File: src/rtl/dial_pkg.sv
// Shared definitions for the dial pipeline: ASCII byte codes seen by the
// parser, the parser state encoding, and the default distance width that the
// parser and the rotation stage agree on.
package dial_pkg;

  localparam int DIST_W_DEFAULT = 16;

  localparam logic [7:0] CHAR_L  = 8'h4C;
  localparam logic [7:0] CHAR_R  = 8'h52;
  localparam logic [7:0] CHAR_0  = 8'h30;
  localparam logic [7:0] CHAR_9  = 8'h39;
  localparam logic [7:0] CHAR_CR = 8'h0D;
  localparam logic [7:0] CHAR_LF = 8'h0A;
  localparam logic [7:0] CHAR_SP = 8'h20;

  typedef enum logic [2:0] {
    ST_IDLE,
    ST_DIGITS,
    ST_SKIP,
    ST_EMIT,
    ST_FINISHED
  } parse_state_e;

endpackage

File: src/rtl/dec_accum.sv
// Saturating decimal accumulator: acc <= acc*10 + digit, clamped to all-ones.
// Latency: acc_next is combinational, acc register updates on the next edge.
// Backpressure: none; clr/load are qualified by the caller.
// Ports: clr zeroes acc; load folds in digit; acc_next is the value acc takes
// at the next edge; sat pulses when the current load clamps.
module dec_accum import dial_pkg::*; #(
  parameter int DIST_W = DIST_W_DEFAULT
) (
  input  logic              clk,
  input  logic              rst_n,
  input  logic              clr,
  input  logic              load,
  input  logic [3:0]        digit,
  output logic [DIST_W-1:0] acc_next,
  output logic              sat
);

  localparam int WW = DIST_W + 4;

  logic [DIST_W-1:0] acc_q, acc_d;
  logic [WW-1:0]     ext, prod;

  always_comb begin
    ext   = {4'b0000, acc_q};
    // x*10 as x*8 + x*2; four guard bits hold the worst case without wrap
    prod  = (ext << 3) + (ext << 1) + {{(WW-4){1'b0}}, digit};
    sat   = load && (prod[WW-1:DIST_W] != '0);
    acc_d = acc_q;
    if (clr) begin
      acc_d = '0;
    end else if (load) begin
      acc_d = sat ? '1 : prod[DIST_W-1:0];
    end
  end

  assign acc_next = acc_d;

  always_ff @(posedge clk or negedge rst_n) begin
    if (!rst_n) begin
      acc_q <= '0;
    end else begin
      acc_q <= acc_d;
    end
  end

endmodule

File: src/rtl/move_parser.sv
// Parses an ASCII move stream (L68, R1000, ...) into {direction, distance} moves.
// Latency: terminator accepted at t -> move_valid at t+1; counters update one cycle later.
// Backpressure: in_ready drops for the whole emit phase until move_ready accepts the move.
// Ports: in_* byte stream (in_last marks end), move_* output handshake,
// moves_count/err_count saturating debug counters, overflow/done sticky flags.
module move_parser import dial_pkg::*; #(
  parameter int DIST_W = DIST_W_DEFAULT,
  parameter int CNT_W  = 16
) (
  input  logic              clk,
  input  logic              rst_n,
  input  logic              in_valid,
  input  logic [7:0]        in_data,
  input  logic              in_last,
  output logic              in_ready,
  output logic              move_valid,
  output logic              move_direction,
  output logic [DIST_W-1:0] move_distance,
  input  logic              move_ready,
  output logic [CNT_W-1:0]  moves_count,
  output logic [CNT_W-1:0]  err_count,
  output logic              overflow,
  output logic              done
);

  function automatic logic [CNT_W-1:0] sat_inc(input logic [CNT_W-1:0] v);
    return (&v) ? v : v + 1'b1;
  endfunction

  parse_state_e      state_q, state_d;
  logic              line_dir_q, line_dir_d;   // direction of the line being parsed
  logic              dig_q, dig_d;             // at least one digit seen on this line
  logic              last_q, last_d;           // in_last already consumed, finish after emit
  logic              dir_q, dir_d;
  logic [DIST_W-1:0] dist_q, dist_d;
  logic [CNT_W-1:0]  moves_q, moves_d;
  logic [CNT_W-1:0]  err_q, err_d;
  logic              ovf_q, ovf_d;
  logic              done_q, done_d;

  logic              byte_acc, is_digit, is_term, is_sep, is_dir;
  logic              acc_clr, acc_load, acc_sat, err_inc;
  logic [DIST_W-1:0] acc_next;

  dec_accum #(.DIST_W(DIST_W)) u_accum (
    .clk      (clk),
    .rst_n    (rst_n),
    .clr      (acc_clr),
    .load     (acc_load),
    .digit    (in_data[3:0]),
    .acc_next (acc_next),
    .sat      (acc_sat)
  );

  assign in_ready = (state_q == ST_IDLE) || (state_q == ST_DIGITS) || (state_q == ST_SKIP);

  always_comb begin
    state_d    = state_q;
    line_dir_d = line_dir_q;
    dig_d      = dig_q;
    last_d     = last_q;
    dir_d      = dir_q;
    dist_d     = dist_q;
    moves_d    = moves_q;
    err_d      = err_q;
    ovf_d      = ovf_q;
    acc_clr    = 1'b0;
    acc_load   = 1'b0;
    err_inc    = 1'b0;

    byte_acc = in_valid && in_ready;
    is_digit = (in_data >= CHAR_0) && (in_data <= CHAR_9);
    is_term  = (in_data == CHAR_CR) || (in_data == CHAR_LF);
    is_sep   = is_term || (in_data == CHAR_SP);
    is_dir   = (in_data == CHAR_L) || (in_data == CHAR_R);

    case (state_q)
      ST_IDLE: if (byte_acc) begin
        if (is_dir) begin
          line_dir_d = (in_data == CHAR_R);
          acc_clr    = 1'b1;
          dig_d      = 1'b0;
          // a direction letter as the final byte is a partial line
          err_inc    = in_last;
          state_d    = in_last ? ST_FINISHED : ST_DIGITS;
        end else if (is_sep) begin
          if (in_last) state_d = ST_FINISHED;
        end else begin
          err_inc = 1'b1;
          state_d = in_last ? ST_FINISHED : ST_SKIP;
        end
      end
      ST_DIGITS: if (byte_acc) begin
        if (is_digit) begin
          acc_load = 1'b1;
          dig_d    = 1'b1;
          if (in_last) begin
            state_d = ST_EMIT;
            last_d  = 1'b1;
          end
        end else if (is_term) begin
          if (dig_q) begin
            state_d = ST_EMIT;
            last_d  = in_last;
          end else begin
            err_inc = 1'b1;
            state_d = in_last ? ST_FINISHED : ST_IDLE;
          end
        end else begin
          err_inc = 1'b1;
          state_d = in_last ? ST_FINISHED : ST_SKIP;
        end
      end
      ST_SKIP: if (byte_acc) begin
        if (in_last)                  state_d = ST_FINISHED;
        else if (in_data == CHAR_LF)  state_d = ST_IDLE;
      end
      ST_EMIT: if (move_ready) begin
        moves_d = sat_inc(moves_q);
        state_d = last_q ? ST_FINISHED : ST_IDLE;
        last_d  = 1'b0;
      end
      ST_FINISHED: ;
      default: state_d = ST_IDLE;
    endcase

    // output registers change only on EMIT entry so downstream can sample late
    if ((state_d == ST_EMIT) && (state_q != ST_EMIT)) begin
      dir_d  = line_dir_q;
      dist_d = acc_next;
    end
    if (acc_sat) ovf_d = 1'b1;
    if (err_inc) err_d = sat_inc(err_q);
    done_d = done_q || (state_d == ST_FINISHED);
  end

  always_ff @(posedge clk or negedge rst_n) begin
    if (!rst_n) begin
      state_q    <= ST_IDLE;
      line_dir_q <= 1'b0;
      dig_q      <= 1'b0;
      last_q     <= 1'b0;
      dir_q      <= 1'b0;
      dist_q     <= '0;
      moves_q    <= '0;
      err_q      <= '0;
      ovf_q      <= 1'b0;
      done_q     <= 1'b0;
    end else begin
      state_q    <= state_d;
      line_dir_q <= line_dir_d;
      dig_q      <= dig_d;
      last_q     <= last_d;
      dir_q      <= dir_d;
      dist_q     <= dist_d;
      moves_q    <= moves_d;
      err_q      <= err_d;
      ovf_q      <= ovf_d;
      done_q     <= done_d;
    end
  end

  assign move_valid     = (state_q == ST_EMIT);
  assign move_direction = dir_q;
  assign move_distance  = dist_q;
  assign moves_count    = moves_q;
  assign err_count      = err_q;
  assign overflow       = ovf_q;
  assign done           = done_q;

endmodule

File: config.mk
export PLATFORM = sky130hd
export DESIGN_NAME = move_parser
export DESIGN_NICKNAME = d
export VERILOG_FILES = /design/src/rtl/dial_pkg.sv /design/src/rtl/dec_accum.sv /design/src/rtl/move_parser.sv
export SDC_FILE = /design/constraint.sdc
export NUM_CORES = 1
export LEC_CHECK = 0
export ABC_AREA = 1
export CORE_ASPECT_RATIO = 1.2
export CORE_MARGIN = 4
export CORE_UTILIZATION = 55
export DETAILED_ROUTE_END_ITERATION = 10
export PLACE_DENSITY = 0.79
export SLEW_MARGIN = 0
export SYNTH_ARGS = -nofsm -noshare
export SYNTH_HDL_FRONTEND = slang
export SYNTH_SLANG_ARGS = --single-unit
File: constraint.sdc
create_clock -name clk -period 2.85 [get_ports clk]
set_input_delay 0.57 -clock clk [delete_from_list [all_inputs] [get_ports clk]]
set_output_delay 0.57 -clock clk [all_outputs]
set_load 0.05 [all_outputs]
==> results of run 1 <==
-- registers in the layout (all words and copies together) (netlist names) --
register / count
err_count: 16
move_distance: 16
moves_count: 16
u_accum.acc_q: 16
state_q: 3
dig_q: 1
done: 1
last_q: 1
line_dir_q: 1
move_direction: 1
overflow: 1
-- power breakdown --
group	internal, mW	leakage (nW)	total (mW)	switching (mW)
clock network	0.855	0.164	1.28	0.426
logic	0.322	2.46	0.966	0.643
registers	1.13	0.972	1.25	0.117
total	2.31	3.60	3.49	1.19
-- worst max-delay path by stage --
stage               cells after the start              from  slack, ps          endpoint
floorplan                              16        in_data[3]         50  move_distance[5]
global placement                       16        in_data[3]       -480          overflow
detailed placement                     16        in_data[3]       -570          overflow
CTS                                    16        in_data[3]         20          overflow
global route                           17        in_data[1]         20          overflow
finish                                 15  u_accum.acc_q[0]        160          overflow
-- metal layers --
layer  share of wire, %  GRT usage (%)  vias to the layer above
met2                 51           40.4                      104
met3                4.1           3.85                       25
met4                2.1           8.88                        0
met5                  0              0                        -
met1                 43           28.7                     2234
li1                   -              -                     2467
-- kinds of logic (layout without fill, tap and decap cells) --
| family | after synthesis | in the layout | synth area share [%] |
|---|---|---|---|
| simple gates | 363 | 363 | 33.0 |
| compound gates | 77 | 77 | 8.88 |
| xor+xnor | 35 | 35 | 5.55 |
| buf+inv | 144 | 239 | 11.2 |
| flops | 73 | 73 | 33.1 |
| fa+ha+maj | 35 | 35 | 8.20 |
-- stage by stage --
stage	setup slack (ps)	power (mW)	cells	cell area, um^2
finish	162	3.49	945	6790
global route	21.1	3.65	945	6790
CTS	18.8	3.51	945	6790
detailed placement	-573	2.22	929	6450
global placement	-481	2.20	929	6450
floorplan	45.2	1.92	727	5520
-- layout by cell type (no fill, tap or decap), drive strengths merged --
cell / n
fa: 2
or2: 2
a21oi: 17
inv: 133
o21ai: 56
xor2: 19
o21bai: 1
buf: 26
nor2: 64
nand4: 9
nand3: 47
clkdlybuf4s50: 62
dfrtp: 73
o2111ai: 2
dlymetal6s2s: 1
nand2: 219
and2: 2
nor3b: 1
nand3b: 4
bufinv: 3
nor3: 11
xnor2: 16
a31oi: 1
ha: 33
clkbuf: 12
clkinv: 2
nor4: 4
-- worst max-delay path, stage by stage, from the launching register on --
cell and delay, ps:
dfrtp_1 420, fa_1 500, buf_4 150, ha_1 300, nand3_1 90, nand3_2 80
nand2_1 80, nand2_2 90, nand2_2 80, nand2_1 70, nand2_1 70, nand2_2 90
nor2_4 160, buf_12 140, a21oi_1 50, or2_1 200
-- cell type report --
type / count / area share [%]
clock inverter: 5 / 1.53
clock buffer: 11 / 3.43
timing repair buffer: 90 / 13.2
tap: 123 / 2.27
sequential: 73 / 26.9
inverter: 133 / 7.35
multi-input combinational: 510 / 45.4
-- timing repair --
item	in CTS	in global routing
resized for setup	1	7
setup endpoints to repair	33	33
pin swaps	2	4
==> flow_summary.json, run 1 <==
{
  "dr.pass1.iters": 5,
  "vdd_ir_drop_max_mv": 0.576,
  "p_leak_nw": 3.60,
  "worst_pin_slew_ps": 893,
  "cts_sinks": 73,
  "finalCriticalPeriod_ps": 2690,
  "clock_path_buffers": 2,
  "synth.area.top_cells": "dfrtp_1, nand2_1, inv_1",
  "ys_seq_elements": 73,
  "rsz0062_at_grt": "false",
  "final-seq-area_um2": 1830,
  "drc_errors": 0,
  "overflow": 0,
  "syn_nets": 775,
  "clk_pin_slew_ps": 60,
  "hold_path_class": "input port to async pin",
  "cts-root-buf": "clkbuf_16",
  "ys_seq_area_share_pct": 33.1,
  "slew_headroom_pct": 40.5,
  "start_util_pct": 57.1,
  "area_growth_pct": 23.0,
  "grt_pass1_vias": 5031,
  "reg2reg_to": "overflow",
  "dr.first_iter.drc_count": 165,
  "pin_count": 66,
  "synth-edff-count": 0,
  "synth_most_common_cell": "nand2_1",
  "io_buffer_count": 65,
  "finalCoreUtilization_pct": 70.3,
  "cts-hold-fix-buffers": 0,
  "cts_buffers": 9,
  "nNetsFinal": 865,
  "cp_data_arrival_time_ps": 2900,
  "finalHoldViolCount": 0,
  "clkLatencyLatePin_ps": 330,
  "cts_tree": "done",
  "diodes": 0,
  "fin_hold_ws_ps": 352,
  "slew_violations": 0,
  "htreeDepth": 3,
  "die_w_um": 99.5,
  "fmax_mhz": 372,
  "synth_top_cell_by_area": "dfrtp_1",
  "grt_max_degree": 74,
  "end_kind": "register",
  "antenna_found_initial": 0,
  "n_fill_cell": 778,
  "synth_top_area_share_pct": 33.1,
  "gp_congestion": 0.888,
  "outcome": "finished clean",
  "grt_pass1_wl_um": 22500,
  "maxCapViolCount": 0,
  "routed_wl_um": 12900,
  "synth_area_um2": 5520,
  "r2r_slack_ps": 160,
  "synth_warnings": 0,
  "skew_ps": 5.77,
  "netlist_instances": 727,
  "detailed_place_hpwl_um": 9860,
  "reg2reg_depth": 15,
  "viasPerCell": 5.11,
  "tns_ps": 0,
  "required_ps": 3070,
  "p_per_area_nw_per_um2": 514,
  "synth_ff_type": "dfrtp_1",
  "post_cts_buffers": 0,
  "synth_cell_types": 42,
  "die_y_um": 118,
  "multi_input_area_um2": 3080,
  "fin_crit_sh_pct": 94.3,
  "critical_path_class": "register to register",
  "setup_viol": 0,
  "vias": 4830,
  "core_area_um2": 9660,
  "synth_commonest_cells": "nand2_1, inv_1, dfrtp_1",
  "start_kind": "register",
  "cp_max_fo": 8,
  "track_usage_pct": 23.3,
  "rows": 39,
  "async_reset_ff_share_pct": 100,
  "drive_gt1_share_pct": 19.1,
  "die_area_um2": 11700,
  "rr_startpoint": "u_accum.acc_q[0]",
  "ant_nets": 0,
  "avgSynthCellArea_um2": 7.59,
  "wl_per_cell_um": 13.6
}
(Power assumes the default switching activity.)
==> inputs of run 2 (changes only) <==
==> constraint.sdc (replaced) <==
create_clock -name clk -period 3.23 [get_ports clk]
set_input_delay 0.646 -clock clk [delete_from_list [all_inputs] [get_ports clk]]
set_output_delay 0.646 -clock clk [all_outputs]
set_load 0.05 [all_outputs]
==> run 2 against run 1 <==
Clock power fell by 28%; worst hold slack improved by 110 ps; cell area shrank 2.0%; highest routed layer unchanged; power fell by 18%; critical path depth up 1; largest cell class unchanged.
==> flow_summary.json, run 2 (synthesized netlist as in run 1, its figures left out) <==
{
  "outcome": "finished clean",
  "drc_errors": 0,
  "cts_tree": "done",
  "area_growth_pct": 20.6,
  "dpl-instance-area_um2": 6360,
  "required_ps": 3450,
  "crit_top_cell": "nand2_2",
  "finalHoldViolCount": 0,
  "antenna_found_initial": 0,
  "critPathMaxStageDelay_ps": 550,
  "p_sw_share_pct": 35.8,
  "hold_path_class": "input port to async pin",
  "finalCoreUtilization_pct": 68.9,
  "clkLatencyLatePin_ps": 330,
  "ant_nets": 0,
  "final_area_um2": 6660,
  "drive_gt1_share_pct": 17.7,
  "skew_ps": 6.56,
  "dr.first_iter.drc_count": 240,
  "cp_max_fo": 9,
  "p_int_mw": 1.84,
  "rr_startpoint": "u_accum.acc_q[0]",
  "cts-hold-fix-buffers": 0,
  "cts-root-buf": "clkbuf_16",
  "reg2reg_depth": 15,
  "die_y_um": 118,
  "wl_met1_um": 5550,
  "routed_wl_um": 12700,
  "start_util_pct": 57.1,
  "cts_buffers": 9,
  "clk_pin_slew_ps": 60,
  "track_usage_pct": 23.2,
  "wl_per_cell_um": 13.6,
  "gp_congestion": 0.891,
  "routed-wl-met2_um": 6440,
  "cp_data_arrival_time_ps": 3310,
  "vdd_ir_drop_max_mv": 0.486,
  "vias": 4745,
  "met3_length_um": 471,
  "clock_path_buffers": 2,
  "start_kind": "input port",
  "core_area_um2": 9660,
  "die_w_um": 99.5,
  "htreeDepth": 3,
  "overflow": 0,
  "cts_resized": 0,
  "reg2reg_to": "overflow",
  "grt_pass1_vias": 4953,
  "final_common_cell": "nand2_1",
  "power.share.clock_pct": 32.3,
  "critical_path_class": "input port to register",
  "pin_count": 66,
  "fin_crit_sh_pct": 95.6,
  "viasPerCell": 5.06,
  "rows": 39,
  "n_fill_cell": 785,
  "routed.top_layer": "met4",
  "crit_chain": "clkdlybuf4s50_1 -> fa_1 -> inv_1 -> fa_1 -> inv_2 -> nand3_2 -> nand2_4 -> nand2_2 -> nand2_4 -> nand2_2 -> nand3_2 -> nand2_2 -> nor2_4 -> buf_12 -> a21oi_1 -> or2_1",
  "p_leak_nw": 3.51,
  "grt_max_degree": 74,
  "pwr-share-comb_pct": 29.4,
  "detailed_place_hpwl_um": 9580,
  "dr.pass1.iters": 5,
  "io_buffer_count": 65,
  "die_area_um2": 11700,
  "cts_sinks": 73,
  "slew_headroom_pct": 39.5,
  "maxCapViolCount": 0,
  "grt_pass1_wl_um": 22400,
  "setup_viol": 0,
  "critPathBufInv": 4,
  "nNetsFinal": 857,
  "diodes": 0,
  "end_kind": "register",
  "cp_top_family": "adder cells",
  "switching_power_mw": 1.02,
  "finalCriticalPeriod_ps": 3090,
  "r2r_slack_ps": 480,
  "fmax_mhz": 324,
  "worst_pin_slew_ps": 908,
  "cp_slowest_cell": "fa_1",
  "post_cts_buffers": 0,
  "slew_violations": 0,
  "final_cell_mix": "nand2_1, inv_1, dfrtp_1",
  "p_per_area_nw_per_um2": 430,
  "pwr-share-seq_pct": 38.3
}
## run 2: metrics by stage
| step | cells | TNS (ps) | power [mW] | hold slack [ps] | setup WS, ps |
|---|---|---|---|---|---|
| floorplan | 727 | 0 | 1.69 | 350 | 349 |
| global placement | 920 | -5130 | 1.94 | 455 | -207 |
| detailed placement | 920 | -7250 | 1.95 | 459 | -266 |
| CTS | 936 | 0 | 2.89 | 476 | 95.7 |
| global route | 937 | -2.30 | 3.02 | 509 | -2.30 |
| finish | 937 | 0 | 2.86 | 461 | 143 |
## run 2: power groups by stage
stage | sequential, mW | combinational, mW | clock [mW]
2_1_floorplan | 1.29 | 0.402 | 0
3_3_place_gp | 1.11 | 0.826 | 0
6_report | 1.10 | 0.842 | 0.925
3_5_place_dp | 1.11 | 0.843 | 0
5_1_grt | 1.11 | 0.921 | 0.983
4_1_cts | 1.10 | 0.846 | 0.949
## run 2: worst register-to-register path, cell delays in order (launching register included)
cell	delay, ps
dfrtp_1	410
fa_1	570
inv_1	70
fa_1	470
inv_2	90
nand3_2	80
nand2_4	90
nand2_2	60
nand2_4	60
nand2_2	50
nand3_2	70
nand2_2	70
nor2_4	150
buf_12	150
a21oi_1	60
or2_1	200
## run 2: cell type report
| cell class | instances | area, um^2 | area share [%] |
|---|---|---|---|
| well taps | 123 | 154 | 2.31 |
| flip-flops and latches | 73 | 1830 | 27.4 |
| clock inverters | 2 | 12.5 | 0.188 |
| multi-input cells | 510 | 3070 | 46.1 |
| clock buffers | 14 | 264 | 3.96 |
| repair buffers | 82 | 831 | 12.5 |
| inverters | 133 | 499 | 7.49 |
## run 2: metal layers
metal | vias up | global-route usage, %
met3 | 20 | 4.74
met4 | 0 | 8.20
li1 | 2440 | -
met5 | - | 0
met1 | 2172 | 29.1
met2 | 113 | 39.3
## run 2: how the worst max path moves through the flow
stage	depth (start not counted)	endpoint	startpoint	slack (ps)
after floorplan	16	move_distance[5]	in_data[3]	350
after global placement	16	overflow	in_data[3]	-210
after detailed placement	16	overflow	in_data[3]	-270
after CTS	16	overflow	in_data[3]	100
after global routing	16	overflow	in_data[3]	-2
final	16	overflow	in_data[3]	140
==> patch: new RTL, flow settings as in run 1 <==
`DIST_W_DEFAULT`: 16 -> 32.
--- a/src/rtl/dial_pkg.sv
+++ b/src/rtl/dial_pkg.sv
@@ -5,3 +5,3 @@
 
-  localparam int DIST_W_DEFAULT = 16;
+  localparam int DIST_W_DEFAULT = 32;
 
Ports: changed (resized move_distance); port bits go from 66 to 82. No check against the original RTL was run, so the function may have changed too.
==> patch against run 1 <==
The run now ends with negative setup slack left; area after synthesis up 42%; setup slack worse by 0.35 ns; wire length up 62%; critical path type is now input port to flop; sequential share of layout area down 0.13 points; hold slack worse by 0.055 ns; sequential cell count up 32; highest routed layer unchanged; power up 110%; cell area up 45%.
==> patch: results (changes against run 1) <==
buffers: 130  # was 90
finalSetupViolCount: 65  # was 0
grt_pass1_wl_um: 33700  # was 22500 um
first_iter_violations: 514  # was 165
relSlewSlack_pct: 46.3  # was 40.5%
synth_xor_area_share_pct: 5.59  # was 5.55%
tns_ns: -8.04  # was 0 ns
hold_ws_ns: 0.297  # was 0.352 ns
io_buffers: 81  # was 65
nNonClkInverters: 184  # was 133
synthesis.nets: 1181  # was 775
multi_input_area_mm2: 0.00463  # was 0.00308 mm^2
critical_path_arrival_ns: 3.27  # was 2.90 ns
cts_resized: 19  # was 1
multi_input_gates: 789  # was 510
routedWlPerCell_um: 14.9  # was 13.6 um
clock_latency_ns: 0.36  # was 0.33 ns
gp_congestion: 0.930  # was 0.888
peakVddDrop_mv: 0.420  # was 0.576 mV
yosys.area_share.adder_pct: 10.9  # was 8.20%
rows: 47  # was 39
sh_seq_area_pct: 26.8  # was 26.9%
clock_cell_area_share_pct: 2.65  # was 4.95%
rr_startpoint: "u_accum.acc_q[2]"  # was u_accum.acc_q[0]
synth-seq-cells: 105  # was 73
synth_compound_area_share_pct: 9.30  # was 8.88%
grt_usage_pct: 25.2  # was 23.3%
netlist_instances: 1101  # was 727
final_nets: 1299  # was 865
reg2reg_slack_ns: -0.17  # was 0.16 ns
via_per_inst: 5.39  # was 5.11
synth_common_cells: "nand2_1 (315), inv_1 (173), dfrtp_1 (105), nand3_1 (88), a21oi_1 (67)"  # was nand2_1 (178), inv_1 (124), dfrtp_1 (73), nor2_1 (52), nand2_2 (36)
antenna_found_initial: 0  # unchanged
startpoint: "in_data[2]"  # was u_accum.acc_q[0]
skew_ns: 0.00882  # was 0.00577 ns
reg2reg_depth: 20  # was 15
failed_checks: "negative setup slack"
cts_setup_buffers: 9  # was 0
yosysSeqAreaShare_pct: 33.6  # was 33.1%
clkbuf_count: 9  # was 11
grt_pass1_vias: 7390  # was 5031
pre_cts_slack_ns: -0.584  # was -0.573 ns
fillers: 1147  # was 778
outcome: "finished, violations left"  # was complete, no violations
synth.area.top_cells: "dfrtp_1 (34%), nand2_1 (15%), ha_1 (10%)"  # was dfrtp_1 (33%), nand2_1 (12%), inv_1 (8.4%)
ys_types: 45  # was 42
grt_max_degree: 62  # was 74
leakage_nw: 5.21  # was 3.60 nW
dpl_cell_area_mm2: 0.00902  # was 0.00645 mm^2
async_flop_share_pct: 100  # unchanged
regArea_mm2: 0.00263  # was 0.00183 mm^2
diodes: 0  # unchanged
stdcell_count: 1393  # was 945
slowest_delay_ns: 0.39  # was 0.50 ns
r2r-end: "u_accum.acc_q[23]"  # was overflow
bufAreaShareNonClock_pct: 14.2  # was 13.2%
dp_hpwl_um: 14300  # was 9860 um
setup_slack_ns: -0.186  # was 0.162 ns
drive_above_1_share_pct: 13.7  # was 19.1%
[patch: cell count changes after synthesis, moves of 8 or more]
cell / delta
nand3_1: +60
inv_1: +49
nand2_1: +137
o21ai_0: +25
ha_1: +32
nand2_2: -20
o21ai_2: -17
nor2_1: +10
dfrtp_1: +32
a21oi_1: +58
a21oi_2: -8
xnor2_1: +12
nand3_2: -11
[patch: cells by family (layout without fill, tap and decap cells)]
logic type | count (synthesis) | count (layout)
AOI/OAI and AO/OA | 139 | 139
xor gates and xnor gates | 50 | 50
adders and majority gates | 67 | 67
buffers and inverters | 207 | 328
DFF | 105 | 105
and+or+nand+nor | 533 | 533
[patch: per-layer routing]
| metal | part of all wire (%) | GRT usage [%] |
|---|---|---|
| met5 | 0 | 0 |
| met4 | 4.0 | 10.9 |
| met3 | 4.6 | 3.54 |
| met2 | 50 | 43.1 |
| met1 | 41 | 31.1 |
[patch: report_power, final]
group	switching (mW)	internal [mW]
registers	0.272	1.75
logic	2.57	1.75
clock network	0.575	0.583
